<file path="config.mk">
export PLATFORM = sky130hd
export DESIGN_NAME = instr_queue
export DESIGN_NICKNAME = d
export VERILOG_FILES = /design/src/rtl/mmm_pkg.sv /design/src/rtl/iq_ptr_ctrl.sv /design/src/rtl/instr_queue.sv
export SDC_FILE = /design/constraint.sdc
export NUM_CORES = 1
export LEC_CHECK = 0
export ABC_AREA = 1
export CAP_MARGIN = 0
export CORE_ASPECT_RATIO = 1.25
export CORE_MARGIN = 2
export CORE_UTILIZATION = 60
export CTS_BUF_LIST = sky130_fd_sc_hd__clkbuf_16
export DETAILED_ROUTE_END_ITERATION = 16
export GPL_ROUTABILITY_DRIVEN = 0
export GPL_TIMING_DRIVEN = 1
export HOLD_SLACK_MARGIN = 0.02
export PLACE_DENSITY = 0.88
export SYNTH_ARGS = -nofsm -noshare
export SYNTH_HDL_FRONTEND = slang
export SYNTH_HIERARCHICAL = 1
export SYNTH_SLANG_ARGS = --single-unit
</file>
<file path="constraint.sdc">
create_clock -name clk_i -period 5.21 [get_ports clk_i]
set_input_delay 1.563 -clock clk_i [delete_from_list [all_inputs] [get_ports clk_i]]
set_output_delay 1.563 -clock clk_i [all_outputs]
set_load 0.05 [all_outputs]
</file>
<file path="src/rtl/mmm_pkg.sv">
// Shared core package: machine widths and the instruction-queue entry type.
package mmm_pkg;

  localparam int unsigned XLEN     = 32;
  localparam int unsigned ILEN     = 32;
  localparam int unsigned IQ_DEPTH = 8;

  // One buffered fetch beat.
  typedef struct packed {
    logic [XLEN-1:0] pc;
    logic [ILEN-1:0] instr;
  } iq_entry_t;

endpackage

</file>
<file path="src/rtl/iq_ptr_ctrl.sv">
// Pointer, occupancy and full/empty bookkeeping for instr_queue.
// Full/empty come from the occupancy count, so pointers may wrap freely.
module iq_ptr_ctrl import mmm_pkg::*; #(
  parameter int unsigned DEPTH = IQ_DEPTH,
  parameter int unsigned PTR_W = $clog2(DEPTH)
) (
  input  logic             clk_i,
  input  logic             rst_n_i,
  input  logic             flush,
  input  logic             push,
  input  logic             pop,
  output logic [PTR_W-1:0] wr_ptr,
  output logic [PTR_W-1:0] rd_ptr,
  output logic [PTR_W:0]   count,
  output logic             full,
  output logic             empty
);

  localparam logic [PTR_W-1:0] PtrOne  = 1;
  localparam logic [PTR_W:0]   CntOne  = 1;
  localparam logic [PTR_W:0]   CntFull = (PTR_W+1)'(DEPTH);

  logic [PTR_W-1:0] wr_ptr_q, wr_ptr_d;
  logic [PTR_W-1:0] rd_ptr_q, rd_ptr_d;
  logic [PTR_W:0]   count_q, count_d;

  // Next-state: flush wins over any handshake in the same cycle.
  always_comb begin
    wr_ptr_d = wr_ptr_q;
    rd_ptr_d = rd_ptr_q;
    count_d  = count_q;
    if (flush) begin
      wr_ptr_d = '0;
      rd_ptr_d = '0;
      count_d  = '0;
    end else begin
      if (push) wr_ptr_d = wr_ptr_q + PtrOne;
      if (pop)  rd_ptr_d = rd_ptr_q + PtrOne;
      unique case ({push, pop})
        2'b10:   count_d = count_q + CntOne;
        2'b01:   count_d = count_q - CntOne;
        default: count_d = count_q;
      endcase
    end
  end

  // State registers.
  always_ff @(posedge clk_i or negedge rst_n_i) begin
    if (!rst_n_i) begin
      wr_ptr_q <= '0;
      rd_ptr_q <= '0;
      count_q  <= '0;
    end else begin
      wr_ptr_q <= wr_ptr_d;
      rd_ptr_q <= rd_ptr_d;
      count_q  <= count_d;
    end
  end

  // Occupancy decode.
  always_comb begin
    wr_ptr = wr_ptr_q;
    rd_ptr = rd_ptr_q;
    count  = count_q;
    full   = (count_q == CntFull);
    empty  = (count_q == '0);
  end

endmodule

</file>
<file path="src/rtl/instr_queue.sv">
// Fetch-to-decode decoupling FIFO with single-cycle flush.
// Optional macro INSTR_QUEUE_BYPASS_EN adds a zero-latency path when empty.
module instr_queue import mmm_pkg::*; #(
  parameter int unsigned DEPTH = IQ_DEPTH,
  parameter int unsigned PTR_W = $clog2(DEPTH)
) (
  input  logic            clk_i,
  input  logic            rst_n_i,
  input  logic            flush_i,
  input  logic            fetch_valid_i,
  input  logic [ILEN-1:0] fetch_instr_i,
  input  logic [XLEN-1:0] fetch_pc_i,
  output logic            fetch_ready_o,
  input  logic            decode_ready_i,
  output logic            decode_valid_o,
  output logic [ILEN-1:0] decode_instr_o,
  output logic [XLEN-1:0] decode_pc_o,
  output logic [PTR_W:0]  count_o
);

  iq_entry_t        mem_q [DEPTH];
  logic [PTR_W-1:0] wr_ptr, rd_ptr;
  logic             full, empty;
  logic             bypass_hit;
  logic             push_fire, pop_fire;

  iq_ptr_ctrl #(
    .DEPTH (DEPTH),
    .PTR_W (PTR_W)
  ) u_ptr_ctrl (
    .clk_i   (clk_i),
    .rst_n_i (rst_n_i),
    .flush   (flush_i),
    .push    (push_fire),
    .pop     (pop_fire),
    .wr_ptr  (wr_ptr),
    .rd_ptr  (rd_ptr),
    .count   (count_o),
    .full    (full),
    .empty   (empty)
  );

  // Handshake decode; a bypassed beat taken by decode touches no state.
  always_comb begin
`ifdef INSTR_QUEUE_BYPASS_EN
    bypass_hit = empty & fetch_valid_i & ~flush_i;
`else
    bypass_hit = 1'b0;
`endif
    fetch_ready_o  = ~full;
    decode_valid_o = (~empty | bypass_hit) & ~flush_i;
    pop_fire       = ~empty & decode_ready_i & ~flush_i;
    push_fire      = fetch_valid_i & ~full & ~flush_i & ~(bypass_hit & decode_ready_i);
  end

  // Entry storage; flush leaves contents in place.
  always_ff @(posedge clk_i or negedge rst_n_i) begin
    if (!rst_n_i) begin
      for (int i = 0; i < int'(DEPTH); i++) mem_q[i] <= '0;
    end else if (push_fire) begin
      mem_q[wr_ptr] <= '{pc: fetch_pc_i, instr: fetch_instr_i};
    end
  end

  // Head mux, zeroed whenever nothing valid is presented.
  always_comb begin
    decode_instr_o = '0;
    decode_pc_o    = '0;
    if (decode_valid_o) begin
      if (bypass_hit) begin
        decode_instr_o = fetch_instr_i;
        decode_pc_o    = fetch_pc_i;
      end else begin
        decode_instr_o = mem_q[rd_ptr].instr;
        decode_pc_o    = mem_q[rd_ptr].pc;
      end
    end
  end

endmodule

</file>
==> run metrics <==
Global Route Usage Sum 29.7%; antenna violations before repair 0; worst hold margin 0.481 ns; final core area utilization 69.2%; count of pins over their slew limit 0; Avg WL per Cell 15.8 um; count of cell types in the netlist 26; kind of critical path register to output port; Final Hold Vio Count 0; Bufs on Longest Clock Path 3; type of the tightest min-delay check register to register; Setup TNS 0 ns; Final nets 3611; largest net degree at the start of global routing 155; worst slew pin tran 0.940 ns; die extent in x 191 um; Leak 14.8 nW; io pins 139; Yosys top cell area share 49.8%; clk_skew 0.0137 ns; Root Buffer clkbuf_16; CTS tree built; pre-CTS setup slack 0.670 ns; clock sinks 522; CP Capture Type output port; sequential power share 38.5%; #FFs+latches synth 522; Diodes inserted 0; post-CTS setup buffers 0; Mapped Avg Cell Area 7.45 um^2; maxcap violations 0; total die area 45400 um^2; CP Data Required Time 3.65 ns; Congestion Overflow GR 0; IO buf count 138; Via density 5.35; Antenna Nets Post-Route 0; Final WS setup 0.605 ns; post-synthesis sequential area ratio 49.8%; DRC 0; row count 85; Net Switching 5.15 mW; First DRT Iteration DRCs 1854; Mapped Cells 3522; Die Y 238 um; cts bufs inserted 50; 1st-pass router iterations 6; Max H-tree Level 2; vias in the first global route 21726; Worst-Skew Late Latency 0.59 ns; synth warn 6; layout cells sized above 1 6.91%; worst rel slew slack 37.4%; final period utilization 88.4%; final setup fails 0; Combinational Power Share 35.6%; Pint 8.95 mW; fin crit period 4.61 ns; CP arrival 3.04 ns; first-pass GRT wire length 109000 um; Max FO, Critical Path 119; status finished, final reports clean; pwr dens 472 nW/um^2; WL final 65300 um; top cells by area, synth dfrtp_1, nand2_1, inv_1; Synth Net Count 3595; type of origin of the critical path register; RSZ-0062 raised after global routing no; worst ir drop on vdd 0.000332 V; Yosys top cell by area dfrtp_1; cts-stage hold buffer count 0; power share of the clock group 25.9%; PostCTS Resize Cnt 0; clock slew at reported path FFs 0.06 ns; routed vias 22166; synthesized cell area 26200 um^2; P&R area growth vs syn 13.9%; sw frac 36.5%; highest clock rate 0.217 GHz; dpl hpwl 37900 um; Initial Util 60.8%; core area 43200 um^2
==> power by group through the flow <==
stage | sequential (mW) | clock [mW] | combinational, mW
after floorplan | 5.37 | 0 | 3.34
after global placement | 5.43 | 0 | 4.86
after detailed placement | 5.48 | 0 | 4.98
after CTS | 5.42 | 3.71 | 5.03
after global routing | 5.54 | 3.86 | 5.59
final | 5.43 | 3.66 | 5.02
==> kinds of logic (layout without fill, tap and decap cells) <==
group	Yosys count	in the layout	share of synthesized area (%)
buffers and inverters	815	868	13.8
and+or+nand+nor	1659	1659	25.6
adders and majority gates	4	4	0.191
DFF	522	522	49.8
AOI/OAI and AO/OA	519	519	10.5
xor gates and xnor gates	3	3	0.100
==> cell usage after synthesis (all sizes together) <==
| cell type | instances |
|---|---|
| dfrtp | 522 |
| buf | 184 |
| xnor2 | 3 |
| nand4 | 1 |
| or2 | 1 |
| o21ai | 517 |
| nor3 | 2 |
| nand2 | 1177 |
| nor3b | 1 |
| nand3 | 332 |
| nor2 | 145 |
| inv | 596 |
| ha | 4 |
| a21oi | 2 |
| clkbuf | 35 |
==> worst paths after layout <==
kind	depth (start not counted)	to	from	slack [ns]
min in group asynchronous	1	mem_q[396]	rst_n_i	1.07
max	8	decode_pc_o[15]	u_ptr_ctrl/rd_ptr[0]	0.60
max reg2reg	8	mem_q[103]	u_ptr_ctrl/count[1]	2.64
min reg2reg	2	mem_q[24]	mem_q[24]	0.48
max in group asynchronous	2	mem_q[430]	rst_n_i	3.03
min	2	mem_q[24]	mem_q[24]	0.48
==> layout make-up <==
cell class,instances,area (um^2)
inverter,596,2250
timing repair buffer,183,2600
clock inverter,36,307
tap,565,707
fill,3397,13300
clock buffer,53,1330
multi-input combinational,2185,9620
sequential,522,13100
==> sequential cells by signal (all words and copies together) (netlist names) <==
| name | count |
|---|---|
| u_ptr_ctrl/wr_ptr | 3 |
| mem_q | 512 |
| u_ptr_ctrl/count | 4 |
| u_ptr_ctrl/rd_ptr | 3 |
==> routing by layer <==
metal / global-route usage, % / part of all wire, %
met1: 38.1 / 40
met2: 50.5 / 49
met5: 0 / 0
met3: 3.47 / 6.0
met4: 13.9 / 4.4
==> per-stage QoR <==
step	power (mW)	cell area, um^2	instances
final	14.1	29900	4140
after CTS	14.2	29900	4140
after global routing	15.0	29900	4140
after global placement	10.3	28200	4051
after floorplan	8.72	26200	3522
after detailed placement	10.5	28200	4051
==> worst max-delay path, stage by stage (launching register included) <==
cell and delay [ns]:
dfrtp_4 0.70, inv_8 0.58, buf_4 0.43, nand2_1 0.09, nand3_1 0.08, nand2_1 0.08, nor2_1 0.18, nor2_1 0.11
buf_12 0.16
==> layout by cell type (no fill, tap or decap), drive strengths merged <==
cell type	instances
nand2	1177
buf	111
nand3	332
or2	1
nor3	2
clkdlybuf4s50	72
o21ai	517
clkinv	21
nor3b	1
ha	4
nor2	145
nand4	1
bufinv	6
inv	605
dfrtp	522
a21oi	2
xnor2	3
clkbuf	53
No activity file was read; power rests on OpenSTA's default activity.
